$ cat src/rtl/execute_stage_mc.sv
// rtl/execute_stage_mc.sv - registered execute stage: operand forwarding, ALU,
// iterative shift-add multiplier and EX/MEM output register with valid/ready.
module execute_stage_mc #(
  parameter int WIDTH   = 16,
  parameter int NUM_FWD = 3,
  parameter int FS      = $clog2(NUM_FWD + 1)
) (
  input  logic                     clk,
  input  logic                     reset,
  input  logic                     flush,
  input  logic                     in_valid,
  output logic                     in_ready,
  input  logic [2:0]               op,
  input  logic [WIDTH-1:0]         sr1,
  input  logic [WIDTH-1:0]         sr2,
  input  logic [WIDTH-1:0]         imm,
  input  logic                     use_imm,
  input  logic [NUM_FWD*WIDTH-1:0] fwd_data,
  input  logic [FS-1:0]            sr1_fwd_sel,
  input  logic [FS-1:0]            sr2_fwd_sel,
  input  logic [WIDTH-1:0]         pc,
  input  logic [WIDTH-1:0]         br_offset,
  output logic                     out_valid,
  input  logic                     out_ready,
  output logic [WIDTH-1:0]         out_result,
  output logic [WIDTH-1:0]         out_br_target,
  output logic [WIDTH-1:0]         out_pc
);

  localparam int CW = $clog2(WIDTH);
  localparam logic [CW-1:0] LAST_STEP = CW'(WIDTH - 1);
  localparam logic [2:0] OP_ADD = 3'd0, OP_AND = 3'd1, OP_NOT = 3'd2, OP_PASSB = 3'd3,
                         OP_SLL = 3'd4, OP_SRL = 3'd5, OP_SRA = 3'd6, OP_MUL = 3'd7;

  typedef enum logic [1:0] {IDLE, MUL_BUSY, MUL_DONE} state_t;
  state_t state, state_next;

  logic [WIDTH-1:0] a_op, b_fwd, b_op, alu_res, br_shift, br_target;
  logic [WIDTH-1:0] mul_a, mul_b, mul_pc, mul_br, acc;
  logic [CW-1:0]    cnt, shamt;
  logic             out_free, accept, is_mul, load_alu, load_mul;

  // Unmatched select codes (beyond NUM_FWD) fall through to zero.
  always_comb begin
    a_op  = '0;
    b_fwd = '0;
    if (sr1_fwd_sel == '0) a_op = sr1;
    if (sr2_fwd_sel == '0) b_fwd = sr2;
    for (int k = 0; k < NUM_FWD; k++) begin
      if (sr1_fwd_sel == FS'(k + 1)) a_op  = fwd_data[k*WIDTH +: WIDTH];
      if (sr2_fwd_sel == FS'(k + 1)) b_fwd = fwd_data[k*WIDTH +: WIDTH];
    end
  end

  assign b_op      = use_imm ? imm : b_fwd;
  assign shamt     = b_op[CW-1:0];
  assign br_shift  = br_offset << 1;
  assign br_target = pc + br_shift;

  always_comb begin
    alu_res = '0;
    case (op)
      OP_ADD:   alu_res = a_op + b_op;
      OP_AND:   alu_res = a_op & b_op;
      OP_NOT:   alu_res = ~a_op;
      OP_PASSB: alu_res = b_op;
      OP_SLL:   alu_res = a_op << shamt;
      OP_SRL:   alu_res = a_op >> shamt;
      OP_SRA:   alu_res = WIDTH'($signed(a_op) >>> shamt);
      default:  alu_res = '0;
    endcase
  end

  assign out_free = !out_valid || out_ready;
  assign in_ready = !reset && (state == IDLE) && out_free && !flush;
  assign accept   = in_valid && in_ready;
  assign is_mul   = (op == OP_MUL);
  assign load_alu = accept && !is_mul;
  assign load_mul = (state == MUL_DONE) && out_free && !flush;

  always_ff @(posedge clk) begin
    if (reset) state <= IDLE;
    else       state <= state_next;
  end

  always_comb begin
    state_next = state;
    if (flush) begin
      state_next = IDLE;
    end else begin
      case (state)
        IDLE:     if (accept && is_mul) state_next = MUL_BUSY;
        MUL_BUSY: if (cnt == LAST_STEP) state_next = MUL_DONE;
        MUL_DONE: if (out_free) state_next = IDLE;
        default:  state_next = IDLE;
      endcase
    end
  end

  always_ff @(posedge clk) begin
    if (reset) begin
      out_valid     <= 1'b0;
      out_result    <= '0;
      out_br_target <= '0;
      out_pc        <= '0;
      mul_a         <= '0;
      mul_b         <= '0;
      mul_pc        <= '0;
      mul_br        <= '0;
      acc           <= '0;
      cnt           <= '0;
    end else begin
      if (flush)                      out_valid <= 1'b0;
      else if (load_alu || load_mul)  out_valid <= 1'b1;
      else if (out_ready)             out_valid <= 1'b0;

      if (load_alu) begin
        out_result    <= alu_res;
        out_br_target <= br_target;
        out_pc        <= pc;
      end else if (load_mul) begin
        out_result    <= acc;
        out_br_target <= mul_br;
        out_pc        <= mul_pc;
      end

      // One shift-add step per cycle; only the low WIDTH product bits are kept.
      if (accept && is_mul) begin
        mul_a  <= a_op;
        mul_b  <= b_op;
        mul_pc <= pc;
        mul_br <= br_target;
        acc    <= '0;
        cnt    <= '0;
      end else if (state == MUL_BUSY && !flush) begin
        acc <= acc + (mul_b[cnt] ? (mul_a << cnt) : '0);
        cnt <= cnt + 1'b1;
      end
    end
  end

endmodule

$ cat config.mk
export PLATFORM = sky130hd
export DESIGN_NAME = execute_stage_mc
export DESIGN_NICKNAME = d
export VERILOG_FILES = /design/src/rtl/execute_stage_mc.sv
export SDC_FILE = /design/constraint.sdc
export NUM_CORES = 1
export LEC_CHECK = 0
export CORE_UTILIZATION = 40
export CTS_BUF_LIST = sky130_fd_sc_hd__clkbuf_4
export CTS_CLUSTER_SIZE = 12
export DETAILED_ROUTE_END_ITERATION = 10
export SLEW_MARGIN = 20
export SYNTH_ARGS = -nofsm -noshare
export SYNTH_HDL_FRONTEND = slang
export SYNTH_SLANG_ARGS = --single-unit
$ cat constraint.sdc
create_clock -name clk -period 4.4 [get_ports clk]
set_input_delay 0.44 -clock clk [delete_from_list [all_inputs] [get_ports clk]]
set_output_delay 0.44 -clock clk [all_outputs]
set_load 0.01 [all_outputs]
==> flow_metrics.tcl <==
set metrics [dict create \
    outcome "finished, final reports clean" \
    hold_class "input pin to register" \
    drtIter0Drc 966 \
    synth_area_sq_um 11000 \
    synth-seq-cells 133 \
    rr_startpoint "cnt[1]" \
    nets 1758 \
    vias 11291 \
    required_ns 4.84 \
    overflow 0 \
    yosys_warnings 0 \
    vdd_drop_max_mv 0.159 \
    cts-resized-gates 0 \
    cts.sinks 133 \
    min_from "reset" \
    regArea_sq_um 2660 \
    rsz0062_at_grt "false" \
    route.antenna.remaining_nets 0 \
    die_height_um 168 \
    hold_viol 0 \
    worstSetupEndpointType "register" \
    synthDistinctLibCells 69 \
    dr.pass1.iters 6 \
    crit_path_start_kind "register" \
    drt-total-wl_mm 39.7 \
    initial_core_util 0.408 \
    max_freq_ghz 0.241 \
    endpoint "acc[15]" \
    ys.flop_type "dfxtp_1" \
    dp_hpwl_mm 30.3 \
    cts_htree_levels 4 \
    hold_depth 2 \
    die-area_sq_um 28300 \
    cts_root_buf "clkbuf_4" \
    yosys-top-cells-area "dfxtp_1 (24%), mux4_2 (9.6%), nand2_1 (8.4%)" \
    grt_pass1_wl_mm 62.7 \
    clkLatencyLatePin_ns 0.57 \
    powerDensity_nw_per_um2 246 \
    max_cap_violations 0 \
    area_growth_pct 25.7 \
    grt_pass1_vias 10676 \
    slew_violations 0 \
    p_total_mw 3.41 \
    cts_tree "built" \
    avgViaCountPerCell 5.87 \
    route.detailed.drc 0 \
    cp-startpoint "cnt[1]" \
    synth_largest_area_cell "dfxtp_1" \
    ys_seq_area_frac 0.241 \
    worstReg2RegEnd "acc[15]" \
    postCtsHoldBufs 0 \
    critical_path_arrival_ns 4.60 \
    p_leak_nw 5.32 \
    yosys.area.top_type_share 0.241 \
    max_slew_margin 0.342 \
    post-place-ws_ns -0.128 \
    cts_setup_buffers 0 \
    antenna_found_initial 2 \
    postLayoutSetupSlackWorst_ns 0.242 \
    fin_skew_ns 0.0340 \
    die_x_um 168 \
    reg2reg_slack_ns 0.24 \
    drive_gt1_frac 0.125 \
    cp_max_fo 18 \
    cts_inserted_buffers 17 \
    globalplace.congestion 0.992 \
    fin_util 0.513 \
    postPlaceCellArea_sq_um 13500 \
    clk_path_buf_depth 2 \
    fill_cells 2622 \
    clk_pin_slew_ns 0.14 \
    tns_ns 0 \
    syn_avg_cell_area_sq_um 7.94 \
    num_io_pins 191 \
    fp-row-count 60 \
    async_flop_share 0 \
    crit_type "register to register" \
    multi_input_area_sq_um 7820 \
    r2r_cells 14 \
    worstMarginPinSlew_ns 0.982 \
    stdcell_area_sq_um 13900 \
    period_share 0.945 \
    core_sq_um 27000 \
    grt_max_degree 112 \
    wl_per_cell_um 20.6 \
    track_usage 0.284 \
    synth_edf_count 0 \
    setup_viol 0 \
    min_period_ns 4.16 \
    numPortBuffers 189 \
    syn_inst 1390 \
    syn-num-nets 1581 \
]
power breakdown:
| part | switching [mW] | leakage, nW | total, mW | internal (mW) |
|---|---|---|---|---|
| clock | 0.568 | 0.177 | 0.942 | 0.374 |
| combinational | 0.659 | 4.07 | 1.22 | 0.557 |
| sequential | 0.0190 | 1.08 | 1.25 | 1.24 |
registers in the layout, indices dropped and copies added (netlist names):
name           count
mul_a             16
acc               16
cnt                4
mul_br            15
out_pc            15
out_br_target     16
out_valid          1
state              2
mul_pc            16
out_result        16
mul_b             16
critical path, stage by stage, from the launching register on:
cell	delay, ns
dfxtp_1	0.80
buf_4	0.38
mux2i_1	0.32
mux2_2	0.25
nor2_1	0.05
a211oi_1	0.28
a211oi_1	0.12
ha_1	0.40
a2111oi_0	0.44
o31ai_1	0.19
a41o_1	0.32
a31oi_1	0.18
nand3b_1	0.12
xnor2_1	0.15
nor2_1	0.05
per-stage QoR:
| step | instances | hold WS (ns) |
|---|---|---|
| final | 1923 | 0.0914 |
| after global routing | 1922 | 0.0533 |
| after CTS | 1921 | 0.0582 |
| after detailed placement | 1889 | 0.466 |
| after global placement | 1889 | 0.460 |
| after floorplan | 1390 | 0.446 |
cell usage in the layout (no fill, tap or decap), types with 4 or more instances in the layout:
master	count
a2111oi_0	5
a211oi_1	33
a21o_1	10
a21oi_1	73
a221oi_1	12
a22oi_1	7
a311oi_1	25
a31oi_1	12
and2_1	5
and3_1	10
buf_4	78
clkbuf_4	17
clkdlybuf4s50_1	188
dfxtp_1	133
ha_1	47
inv_1	21
inv_6	4
inv_8	5
mux2_2	15
mux2i_1	78
mux4_2	47
nand2_1	248
nand2b_1	13
nand3_1	31
nand3b_1	63
nand4_1	4
nor2_1	112
nor2b_1	14
nor3_1	36
o211ai_1	14
o21a_1	9
o21ai_0	83
o221ai_1	4
or2_2	6
or3_1	12
xnor2_1	20
xor2_1	14
final cells by class:
cell class / count / area share
Multi-Input combinational cell: 1120 / 0.564
Sequential cell: 133 / 0.192
Timing Repair Buffer: 270 / 0.183
Tap cell: 341 / 0.0308
Clock inverter: 15 / 0.0145
Clock buffer: 17 / 0.00920
Inverter: 25 / 0.00677
Antenna cell: 2 / 0.000361
metal layers:
layer  vias to the layer above  global-route usage  wire [um]
met5                         -                   0          0
met4                         0              0.0715        796
met3                        50              0.0463       2540
met2                       424               0.458      18400
met1                      5375               0.394      18000
li1                       5442                   -          -
cells by family (layout without fill, tap and decap cells):
group / Yosys count / after routing / share of synthesized area
AOI/OAI and AO/OA: 325 / 325 / 0.194
xor gates and xnor gates: 34 / 34 / 0.0270
buffers and inverters: 137 / 327 / 0.0519
muxes: 143 / 143 / 0.187
DFF: 133 / 133 / 0.241
adders and majority gates: 50 / 50 / 0.0587
and+or+nand+nor: 568 / 568 / 0.240
other: 0 / 2 / 0
cell usage after synthesis (32+ instances only):
| cell | count |
|---|---|
| nor3_1 | 37 |
| nand3b_1 | 63 |
| a21oi_1 | 73 |
| dfxtp_1 | 133 |
| nand3_1 | 32 |
| ha_1 | 47 |
| mux2i_1 | 79 |
| nand2_1 | 248 |
| nor2_1 | 113 |
| a211oi_1 | 33 |
| o21ai_0 | 83 |
| clkbuf_1 | 80 |
| mux4_2 | 47 |
worst min path at each step:
stage	endpoint
after floorplan	acc[5]
after global placement	state[0]
after detailed placement	mul_b[9]
after CTS	out_result[1]
after global routing	state[1]
final	out_result[1]
(Power assumes the default switching activity.)
